`config.mk`:
```
export PLATFORM = sky130hd
export DESIGN_NAME = cordic_issue_ctrl
export DESIGN_NICKNAME = d
export VERILOG_FILES = /design/src/rtl/cordic_pkg.sv /design/src/rtl/cordic_rr_arb.sv /design/src/rtl/cordic_issue_ctrl.sv
export SDC_FILE = /design/constraint.sdc
export NUM_CORES = 1
export LEC_CHECK = 0
export CORE_MARGIN = 3
export CORE_UTILIZATION = 32
export CTS_CLUSTER_SIZE = 8
export DETAILED_ROUTE_END_ITERATION = 8
export PLACE_DENSITY = 0.68
export SYNTH_ARGS = -nofsm -noshare
export SYNTH_HDL_FRONTEND = slang
export SYNTH_SLANG_ARGS = --single-unit
```
`constraint.sdc`:
```
create_clock -name clock -period 1.8 [get_ports clock]
set_input_delay 0.36 -clock clock [delete_from_list [all_inputs] [get_ports clock]]
set_output_delay 0.36 -clock clock [all_outputs]
set_load 0.01 [all_outputs]
```
`src/rtl/cordic_pkg.sv`:
```
// Shared constants, result-ID encodings and sweep FSM state type for the cordic issue controller.
package cordic_pkg;

    localparam int BW = 32;
    localparam int AW = 32;

    // 1/K * 2^31 seed so the core output lands at full scale without a post-multiply.
    localparam logic [BW-1:0] XIN_INIT = 32'h4DBA76D4;

    localparam logic [1:0] ID_REQ0  = 2'd0;
    localparam logic [1:0] ID_REQ1  = 2'd1;
    localparam logic [1:0] ID_SWEEP = 2'd2;

    typedef enum logic [1:0] {
        SWEEP_IDLE  = 2'd0,
        SWEEP_RUN   = 2'd1,
        SWEEP_DRAIN = 2'd2
    } sweep_state_e;

endpackage

```
`src/rtl/cordic_rr_arb.sv`:
```
// Two-way round-robin arbiter: one-hot grant, pointer steps past the winner after every grant.
module cordic_rr_arb
(
    input  logic       clock,
    input  logic       reset_n,
    input  logic [1:0] valid,
    output logic [1:0] grant
);

    // ptr_q == 0 favours requester 0 on contention, 1 favours requester 1.
    logic ptr_q;
    logic ptr_d;

    always_comb begin
        grant = 2'b00;
        ptr_d = ptr_q;
        if (valid[0] && (!valid[1] || !ptr_q)) begin
            grant = 2'b01;
        end else if (valid[1]) begin
            grant = 2'b10;
        end
        if (grant[0]) begin
            ptr_d = 1'b1;
        end else if (grant[1]) begin
            ptr_d = 1'b0;
        end
    end

    always_ff @(posedge clock or negedge reset_n) begin
        if (!reset_n) begin
            ptr_q <= 1'b0;
        end else begin
            ptr_q <= ptr_d;
        end
    end

endmodule

```
`src/rtl/cordic_issue_ctrl.sv`:
```
// Shares one pipelined cordic core between two requesters, tags in-flight samples, returns results.
// Optional angle sweep generator enabled by defining CORDIC_SWEEP_EN.
module cordic_issue_ctrl
    import cordic_pkg::*;
#(
    parameter int CORE_LAT = 17,
    parameter int SWEEP_N  = 360
)
(
    input  logic          clock,
    input  logic          reset_n,
    input  logic          req0_valid,
    input  logic [AW-1:0] req0_angle,
    output logic          req0_ready,
    input  logic          req1_valid,
    input  logic [AW-1:0] req1_angle,
    output logic          req1_ready,
    output logic [BW-1:0] core_xin,
    output logic [BW-1:0] core_yin,
    output logic [AW-1:0] core_angle,
    input  logic [BW-1:0] core_xout,
    input  logic [BW-1:0] core_yout,
    output logic          res_valid,
    output logic [1:0]    res_id,
    output logic [BW-1:0] res_cos,
    output logic [BW-1:0] res_sin,
`ifdef CORDIC_SWEEP_EN
    input  logic          sweep_start,
    output logic          sweep_done,
    output sweep_state_e  sweep_state,
`endif
    output logic          busy
);

    // Handshake: a request transfers on the rising edge where reqN_valid && reqN_ready.
    // Ready is a combinational grant and is never raised without the matching valid.
    logic [1:0] grant;

    cordic_rr_arb u_arb (
        .clock   (clock),
        .reset_n (reset_n),
        .valid   ({req1_valid, req0_valid}),
        .grant   (grant)
    );

    assign req0_ready = grant[0];
    assign req1_ready = grant[1];
    assign core_xin   = XIN_INIT;
    assign core_yin   = '0;

    logic          issue;
    logic [1:0]    issue_id;
    logic [AW-1:0] core_angle_q, core_angle_d;

    // Stage k holds the tag of the sample issued k edges ago; the last stage lines up with core_xout.
    logic [CORE_LAT:0] dl_valid_q, dl_valid_d;
    logic [1:0]        dl_id_q [CORE_LAT+1];
    logic [1:0]        dl_id_d [CORE_LAT+1];

    logic          res_valid_q, res_valid_d;
    logic [1:0]    res_id_q, res_id_d;
    logic [BW-1:0] res_cos_q, res_cos_d;
    logic [BW-1:0] res_sin_q, res_sin_d;

`ifdef CORDIC_SWEEP_EN
    localparam logic [63:0] TWO32  = 64'h1_0000_0000;
    localparam logic [31:0] STEP_Q = 32'(TWO32 / 64'(SWEEP_N));
    localparam logic [31:0] STEP_R = 32'(TWO32 % 64'(SWEEP_N));
    localparam logic [31:0] LAST_I = 32'(SWEEP_N - 1);

    sweep_state_e      state_q, state_d;
    logic [31:0]       idx_q, idx_d;
    logic [AW-1:0]     acc_q, acc_d;
    logic [31:0]       rem_q, rem_d;
    logic              sweep_issue;
    logic              last_out;
    logic              sweep_done_q, sweep_done_d;
    logic [CORE_LAT:0] dl_last_q, dl_last_d;

    // acc_q tracks floor(i*2^32/N) exactly; rem_q carries the fractional part scaled by N.
    always_comb begin
        state_d     = state_q;
        idx_d       = idx_q;
        acc_d       = acc_q;
        rem_d       = rem_q;
        sweep_issue = 1'b0;
        last_out    = dl_valid_q[CORE_LAT] && dl_last_q[CORE_LAT];
        case (state_q)
            SWEEP_IDLE: begin
                if (sweep_start) begin
                    state_d = SWEEP_RUN;
                    idx_d   = '0;
                    acc_d   = '0;
                    rem_d   = '0;
                end
            end
            SWEEP_RUN: begin
                if (!req0_valid && !req1_valid) begin
                    sweep_issue = 1'b1;
                    idx_d       = idx_q + 32'd1;
                    if (rem_q + STEP_R >= 32'(SWEEP_N)) begin
                        rem_d = rem_q + STEP_R - 32'(SWEEP_N);
                        acc_d = acc_q + STEP_Q + 32'd1;
                    end else begin
                        rem_d = rem_q + STEP_R;
                        acc_d = acc_q + STEP_Q;
                    end
                    if (idx_q == LAST_I) begin
                        state_d = SWEEP_DRAIN;
                    end
                end
            end
            SWEEP_DRAIN: begin
                if (last_out) begin
                    state_d = SWEEP_IDLE;
                end
            end
            default: state_d = SWEEP_IDLE;
        endcase
        dl_last_d    = {dl_last_q[CORE_LAT-1:0], sweep_issue && (idx_q == LAST_I)};
        sweep_done_d = last_out;
    end

    always_ff @(posedge clock or negedge reset_n) begin
        if (!reset_n) begin
            state_q      <= SWEEP_IDLE;
            idx_q        <= '0;
            acc_q        <= '0;
            rem_q        <= '0;
            dl_last_q    <= '0;
            sweep_done_q <= 1'b0;
        end else begin
            state_q      <= state_d;
            idx_q        <= idx_d;
            acc_q        <= acc_d;
            rem_q        <= rem_d;
            dl_last_q    <= dl_last_d;
            sweep_done_q <= sweep_done_d;
        end
    end

    assign sweep_done  = sweep_done_q;
    assign sweep_state = state_q;
`endif

    // Requesters always beat the sweep; the arbiter already resolves req0 against req1.
    always_comb begin
        issue        = 1'b0;
        issue_id     = ID_REQ0;
        core_angle_d = core_angle_q;
        if (grant[0]) begin
            issue        = 1'b1;
            issue_id     = ID_REQ0;
            core_angle_d = req0_angle;
        end else if (grant[1]) begin
            issue        = 1'b1;
            issue_id     = ID_REQ1;
            core_angle_d = req1_angle;
        end
`ifdef CORDIC_SWEEP_EN
        else if (sweep_issue) begin
            issue        = 1'b1;
            issue_id     = ID_SWEEP;
            core_angle_d = acc_q;
        end
`endif
    end

    always_comb begin
        dl_valid_d = {dl_valid_q[CORE_LAT-1:0], issue};
        dl_id_d[0] = issue_id;
        for (int k = 1; k <= CORE_LAT; k++) begin
            dl_id_d[k] = dl_id_q[k-1];
        end
        res_valid_d = dl_valid_q[CORE_LAT];
        res_id_d    = res_id_q;
        res_cos_d   = res_cos_q;
        res_sin_d   = res_sin_q;
        if (dl_valid_q[CORE_LAT]) begin
            res_id_d  = dl_id_q[CORE_LAT];
            res_cos_d = core_xout;
            res_sin_d = core_yout;
        end
    end

    always_ff @(posedge clock or negedge reset_n) begin
        if (!reset_n) begin
            core_angle_q <= '0;
            dl_valid_q   <= '0;
            for (int k = 0; k <= CORE_LAT; k++) begin
                dl_id_q[k] <= '0;
            end
            res_valid_q  <= 1'b0;
            res_id_q     <= '0;
            res_cos_q    <= '0;
            res_sin_q    <= '0;
        end else begin
            core_angle_q <= core_angle_d;
            dl_valid_q   <= dl_valid_d;
            for (int k = 0; k <= CORE_LAT; k++) begin
                dl_id_q[k] <= dl_id_d[k];
            end
            res_valid_q  <= res_valid_d;
            res_id_q     <= res_id_d;
            res_cos_q    <= res_cos_d;
            res_sin_q    <= res_sin_d;
        end
    end

    assign core_angle = core_angle_q;
    assign res_valid  = res_valid_q;
    assign res_id     = res_id_q;
    assign res_cos    = res_cos_q;
    assign res_sin    = res_sin_q;
    assign busy       = |dl_valid_q;

endmodule

```
; Word-level counts from Yosys, hierarchy flattened
; Index checks and enable logic that the tools add are counted.
; Widths: inputs -> output; s select.
[classes]
n_reduce_logical = 6
n_mux = 10
[ops]
columns = op, count
row1 = $mux 32, 2
row2 = $reduce_or 18->1, 1
row3 = $mux 1, 6
row4 = $mux 2, 2
row5 = $logic_not 1->1, 2
row6 = $reduce_bool 2->1, 1
row7 = $logic_and 1x1->1, 1
row8 = $logic_or 1x1->1, 1
[word_totals]
regBits = 154
output_inout_bits = 166

; Longest topological paths before layout
; Gate-level depths: netlist (run 1).
[logic_depth]
depth_word = 6
ltp_mapped = 6

; Hierarchy
; Synthesis (run 1) repeated with hierarchy kept, for this count alone.
[unflattened]
hier_cells = 395
hier_area_um2 = 5373.9
[modules_own_cells]
columns = module, n_inst, area_per_inst_um2, cells_per_inst
row1 = cordic_issue_ctrl, 1, 5312.6, 388
row2 = cordic_rr_arb, 1, 61.3, 7

; Worst setup path after synthesis (run 1)
; OpenSTA, ideal clock, no wires.
[synth_path]
path_kind = register to output
from = reg dl_valid_q[3]
to = out busy
t_required_ns = 1.440
path_stages_with_launch = 3
path_slack_ns = 0.074
t_arrival_ns = 1.366
cell_sequence = dfrtp_1 -> or4_1 -> or4_1
[synth_via]
elab_chain_cells = 1
[synth_lines]
columns = element, line_no
row1 = from (decl), cordic_issue_ctrl.sv:56  ; logic [CORE_LAT:0] dl_valid_q, dl_valid_d;
row2 = from (signal assigned), cordic_issue_ctrl.sv:199  ; dl_valid_q <= dl_valid_d;
row3 = $reduce_or 18->1, cordic_issue_ctrl.sv:215  ; assign busy = |dl_valid_q;
row4 = to (decl), cordic_issue_ctrl.sv:32  ; output logic busy
; Every way passes these cells.

; Worst setup path in the final report (run 1)
[layout_path]
from = reg dl_valid_q[8]
to = out busy
; The elaborated chain is that of the path after synthesis.

==> summary.txt, run 1 <==
crit path time final: 2.20 ns
DR DRC count: 0
total CTS buffers: 17
Core Util, Final: 0.516
Yosys reg bits: 135
Worst-Margin Slew: 0.843 ns
Seq/Total Area, Yosys: 0.628
I/O pin total: 298
worst-path cell chain: nor4_2, nand3_1, or4_1, buf_2
max incr delay on CP: 0.48 ns
outcome: finished, violations left
RePlAce Congestion: 0.720
Max clock buf depth: 2
drt via density: 4.18
Worst-path clk slew: 0.06 ns
Sink Count: 135
critical path required time: 1.44 ns
Critical path buffers and inverters: 1
PwrDens: 995 nW/um2
row cnt: 46
Hold Path Class: input port to flip-flop
vias in the first global route: 3684
final wirelength: 12.8 mm
Die Ht: 136 um
Crit path max-delay family: simple AND/OR/NAND/NOR gates
RSZ-0062 raised after global routing: true
Layout area overhead: 55.4%
leak pwr: 3.63 nW
worst clock skew: 0.00741 ns
slowest CP cell: or4_1
Critical Path AT: 1.84 ns
Hold Startpoint: req1_valid
Total GRT Usage: 0.136
core region area: 16200 um2
Yosys cell types: 16
fmax: 454 MHz
failing checks: setup timing
drt initial violations: 132
Setup WS post-layout: -0.401 ns
FF-to-FF Start: dl_valid_q[17]
CP Max Fanout: 2
clock root cell: clkbuf_16
Initial Utilization: 0.332
Final nets: 767
Peak supply drop: 0.626 mV
Cell Area, Synth: 5380 um2
Antenna Violating Nets Remaining: 0
Final period util: 1.22
initial antenna violation count: 0
global-route wire length before repair: 19.1 mm
total gr overflow: 0
diode count: 0
Max-slew headroom: 0.438
final hold viol count: 0
hpwl dp: 9.67 mm
die area: 18400 um2
Die W: 136 um
via count: 3609
Critical Path Start: dl_valid_q[8]
dpl cells: 829
pin count of the biggest net entering global routing: 67
max-cap violations: 0
Setup Viol. Count Final: 1
H-tree depth: 4
ratio of cells with drive above 1 in the final layout: 0.176
Ys Warns: 0
Critical Path Source Type: flip-flop
CTS tree: built
Crit. End Element: output port
final std cells w/o fill: 864
Crit Path Class: flip-flop to output port
wire length per cell: 14.8 um
Initial DRT Pass Iterations: 4
final slew viol count: 0
latest clock arrival within the worst-skew pair: 0.41 ns
Post-Syn Area per Cell: 13.7 um2
IO buf count: 232
Mapped Cells: 392
-- cell families after synthesis --
kind of cell / share of synthesized area
buffers and inverters: 0.109
and+or+nand+nor: 0.0319
AOI/OAI and AO/OA: 0.0312
muxes: 0.198
DFF: 0.628
other: 0.00140
-- power breakdown --
part	switching, mW	total (mW)	internal, mW
clock	1.27	3.52	2.25
sequential	0.140	3.44	3.30
combinational	0.532	1.35	0.816
-- placed cells by master, fill, tap and decap left out --
cell type	instances
buf_4	8
dfrtp_2	1
nand2_1	32
clkbuf_16	17
nor2b_1	1
conb_1	65
or2_2	1
a21boi_4	1
buf_6	2
nor4_2	1
clkinv_2	3
o21ai_0	32
or4_1	2
bufinv_16	3
inv_6	1
inv_1	1
dfrtp_1	134
mux2i_1	33
dlygate4sd3_1	1
nand3_1	1
mux2_2	65
nor4_1	2
clkinv_4	2
clkdlybuf4s50_1	227
clkbuf_8	2
buf_12	2
clkbuf_1	2
clkinvlp_4	2
clkdlybuf4s15_1	1
buf_2	3
-- state kept, by name (all words and copies together), names as in the netlist --
register	cells
dl_id_q	1
dl_id_d	17
u_arb.ptr_q	1
res_sin	32
core_angle	32
res_valid	1
dl_valid_q	18
res_id	1
res_cos	32
-- metrics by stage --
stage	power, mW	TNS [ns]	worst slack, ns	instance area, um2	hold slack, ns
floorplan	4.05	0	0.0736	5610	0.0644
finish	8.31	-0.401	-0.401	8350	0.263
CTS	8.44	-0.437	-0.437	8350	0.233
global placement	4.83	-0.829	-0.396	7720	0.300
global route	8.69	-0.487	-0.487	8350	0.249
detailed placement	4.85	-1.96	-0.396	7720	0.311
-- final cells by class --
type	instances	area, um2
timing repair buffer	244	2430
clock inverter	11	146
fill	1390	7820
sequential	135	3380
inverter	1	3.75
tap	216	270
clock buffer	21	460
multi-input combinational	236	1660
-- worst paths after layout --
path | endpoint | slack, ns | cells after the start
max in group asynchronous | core_angle[4] | 0.77 | 3
worst min register to register | dl_id_d[2] | 0.34 | 0
worst max register to register | res_cos[5] | 0.22 | 2
min in group asynchronous | core_angle[0] | 0.44 | 2
worst min-delay path | dl_id_d[32] | 0.26 | 2
worst max-delay path | busy | -0.40 | 4
-- metal layers --
metal | track usage | vias up | part of all wire
li1 | - | 1684 | -
met3 | 0.0579 | 15 | 0.11
met5 | 0 | - | 0
met4 | 0.0588 | 0 | 0.018
met2 | 0.217 | 218 | 0.47
met1 | 0.160 | 1692 | 0.39
-- synthesized netlist by cell type, drive strengths merged --
library cell | count | area, um2
clkbuf | 3 | 11.3
buf | 80 | 573
or4 | 2 | 15.0
mux2i | 33 | 330
nand2 | 32 | 120
nor4 | 3 | 18.8
nor2b | 1 | 6.26
inv | 1 | 3.75
dfrtp | 135 | 3380
conb | 2 | 7.51
a21boi | 1 | 7.51
nand3 | 1 | 5.00
or2 | 1 | 6.26
o21ai | 32 | 160
mux2 | 65 | 732
-- timing repair --
action | CTS | global route
endpoints found under the setup margin | 3 | 2
hold endpoints to repair | 42 | 0
buffers inserted | 1 | 1
hold buffers | 1 | 0
pin swaps | 2 | 1
gates resized for setup | 9 | 3
(Power assumes the default switching activity.)
==> run 2: changes to the inputs <==
--- a/config.mk
+++ b/config.mk
@@ -10,6 +10,7 @@
 export CTS_CLUSTER_SIZE = 8
 export DETAILED_ROUTE_END_ITERATION = 8
 export PLACE_DENSITY = 0.68
+export REMOVE_ABC_BUFFERS = 1
 export SYNTH_ARGS = -nofsm -noshare
 export SYNTH_HDL_FRONTEND = slang
 export SYNTH_SLANG_ARGS = --single-unit
==> run 2 against run 1 <==
  * The flow still finishes with violations (setup timing)
  * Cell count up 0.35%
  * Highest routed layer unchanged
  * Routed wire length up 9.0%
  * Register-to-register slack worse by 0.02 ns
  * Critical path depth unchanged
  * Final area up 0.93%
  * Non-clock buffer count up 3
  * Power up 3.5%
  * First-iteration DRC count down 42%
  * Flip-flop and latch count unchanged
  * Worst hold slack worse by 0.042 ns
  * Count of clock-buffer cells in the layout up 1
  * Clock power up 7.7%
==> summary.txt, run 2 (same netlist as run 1, synthesis figures left out) <==
DR WL met3: 1.55 mm
diode count: 0
final hold viol count: 0
Setup Viol. Count Final: 1
drt via density: 4.23
critical path required time: 1.44 ns
commonest cells after routing, fill and taps aside: 226 x clkdlybuf4s50_1, 134 x dfrtp_1, 65 x mux2_2, 65 x conb_1, 33 x mux2i_1
RSZ-0062 raised after global routing: true
Hold Path Class: input port to flip-flop
drt initial violations: 77
Peak supply drop: 0.659 mV
metal2 WL: 6.55 mm
Final nets: 770
vias in the first global route: 3780
IO buf count: 232
Min-Delay Path Depth: 2
wire length per cell: 16.1 um
core region area: 16200 um2
PwrDens: 1020 nW/um2
Crit Path Class: flip-flop to output port
Core Util, Final: 0.521
CTS tree: built
Final period util: 1.22
DR DRC count: 0
Sink Count: 135
latest clock arrival within the worst-skew pair: 0.41 ns
max incr delay on CP: 0.47 ns
wire length on met1: 5.68 mm
failing checks: setup timing
hpwl dp: 10.4 mm
Setup WS post-layout: -0.396 ns
Worst-Margin Slew: 0.860 ns
worst clock skew: 0.00708 ns
pin count of the biggest net entering global routing: 67
Initial Utilization: 0.332
crit path time final: 2.20 ns
register area: 3380 um2
CP Max Fanout: 2
area of the multi-input gates: 1670 um2
design area: 8430 um2
TNS Setup: -0.396 ns
final wirelength: 14.0 mm
Max clock buf depth: 2
leak pwr: 3.68 nW
Register-to-Register Path Depth: 2
uppermost layer routed: met4
Initial DRT Pass Iterations: 4
Tot Pwr: 8.60 mW
Crit path max-delay family: simple AND/OR/NAND/NOR gates
clock root cell: clkbuf_16
Antenna Violating Nets Remaining: 0
Die W: 136 um
initial antenna violation count: 0
die area: 18400 um2
final slew viol count: 0
via count: 3667
Worst-path clk slew: 0.06 ns
total CTS buffers: 17
Critical Path AT: 1.84 ns
outcome: finished, violations left
leading cell type in the layout, fill and taps excluded: clkdlybuf4s50_1
Critical Path Source Type: flip-flop
Crit. End Element: output port
Max-slew headroom: 0.427
Filler cells: 1354
Critical path buffers and inverters: 1
WP depth: 4
total gr overflow: 0
Total GRT Usage: 0.148
H-tree depth: 4
ratio of cells with drive above 1 in the final layout: 0.178
max-cap violations: 0
global-route wire length before repair: 20.7 mm
slowest CP cell: or4_1
row cnt: 46
Layout area overhead: 56.8%
setup slack at placement: -0.385 ns
worst-path cell chain: nor4_2, nand3_1, or4_1, buf_2
dpl cell area: 7720 um2
RePlAce Congestion: 0.728
Die Ht: 136 um
fmax: 455 MHz
I/O pin total: 298
-- run 2: layout make-up --
cell class,count,area share
Clock buffer,22,0.0539
Sequential cell,135,0.401
Clock inverter,10,0.0230
Tap cell,216,0.0321
Inverter,1,0.000445
Multi-Input combinational cell,236,0.198
Timing Repair Buffer,247,0.292
-- run 2: per-stage QoR --
step / hold slack, ns / instances
2_1_floorplan: 0.0644 / 372
3_3_place_gp: 0.244 / 829
3_5_place_dp: 0.252 / 829
4_1_cts: 0.236 / 863
5_1_grt: 0.210 / 867
6_report: 0.221 / 867
-- run 2: worst paths after layout --
check,startpoint,end,slack (ns)
worst min-delay path,req0_valid,dl_valid_q[0],0.22
worst max-delay path,dl_valid_q[13],busy,-0.40
worst min register to register,dl_id_d[26],dl_id_d[24],0.34
max in group asynchronous,reset_n,dl_id_d[20],0.85
min in group asynchronous,reset_n,dl_id_d[28],0.39
worst max register to register,dl_valid_q[17],res_sin[3],0.20
-- run 2: repair_timing --
| item | in CTS | in global routing |
|---|---|---|
| hold buffers | 1 | 0 |
| pin swaps | 2 | 1 |
| endpoints found under the hold margin | 27 | 0 |
| buffers inserted | 1 | 4 |
| resized for setup | 9 | 3 |
| endpoints found under the setup margin | 3 | 3 |
-- run 2: layer usage --
metal | up-vias | GRT usage
li1 | 1687 | -
met1 | 1751 | 0.180
met2 | 215 | 0.234
met3 | 14 | 0.0684
met4 | 0 | 0.0504
met5 | - | 0
-- run 2: power breakdown --
part	leakage, nW	internal [mW]	total [mW]	switching [mW]
clock	0.313	2.51	3.79	1.28
combinational	1.79	0.824	1.37	0.548
sequential	1.58	3.30	3.44	0.136
total	3.68	6.64	8.60	1.96
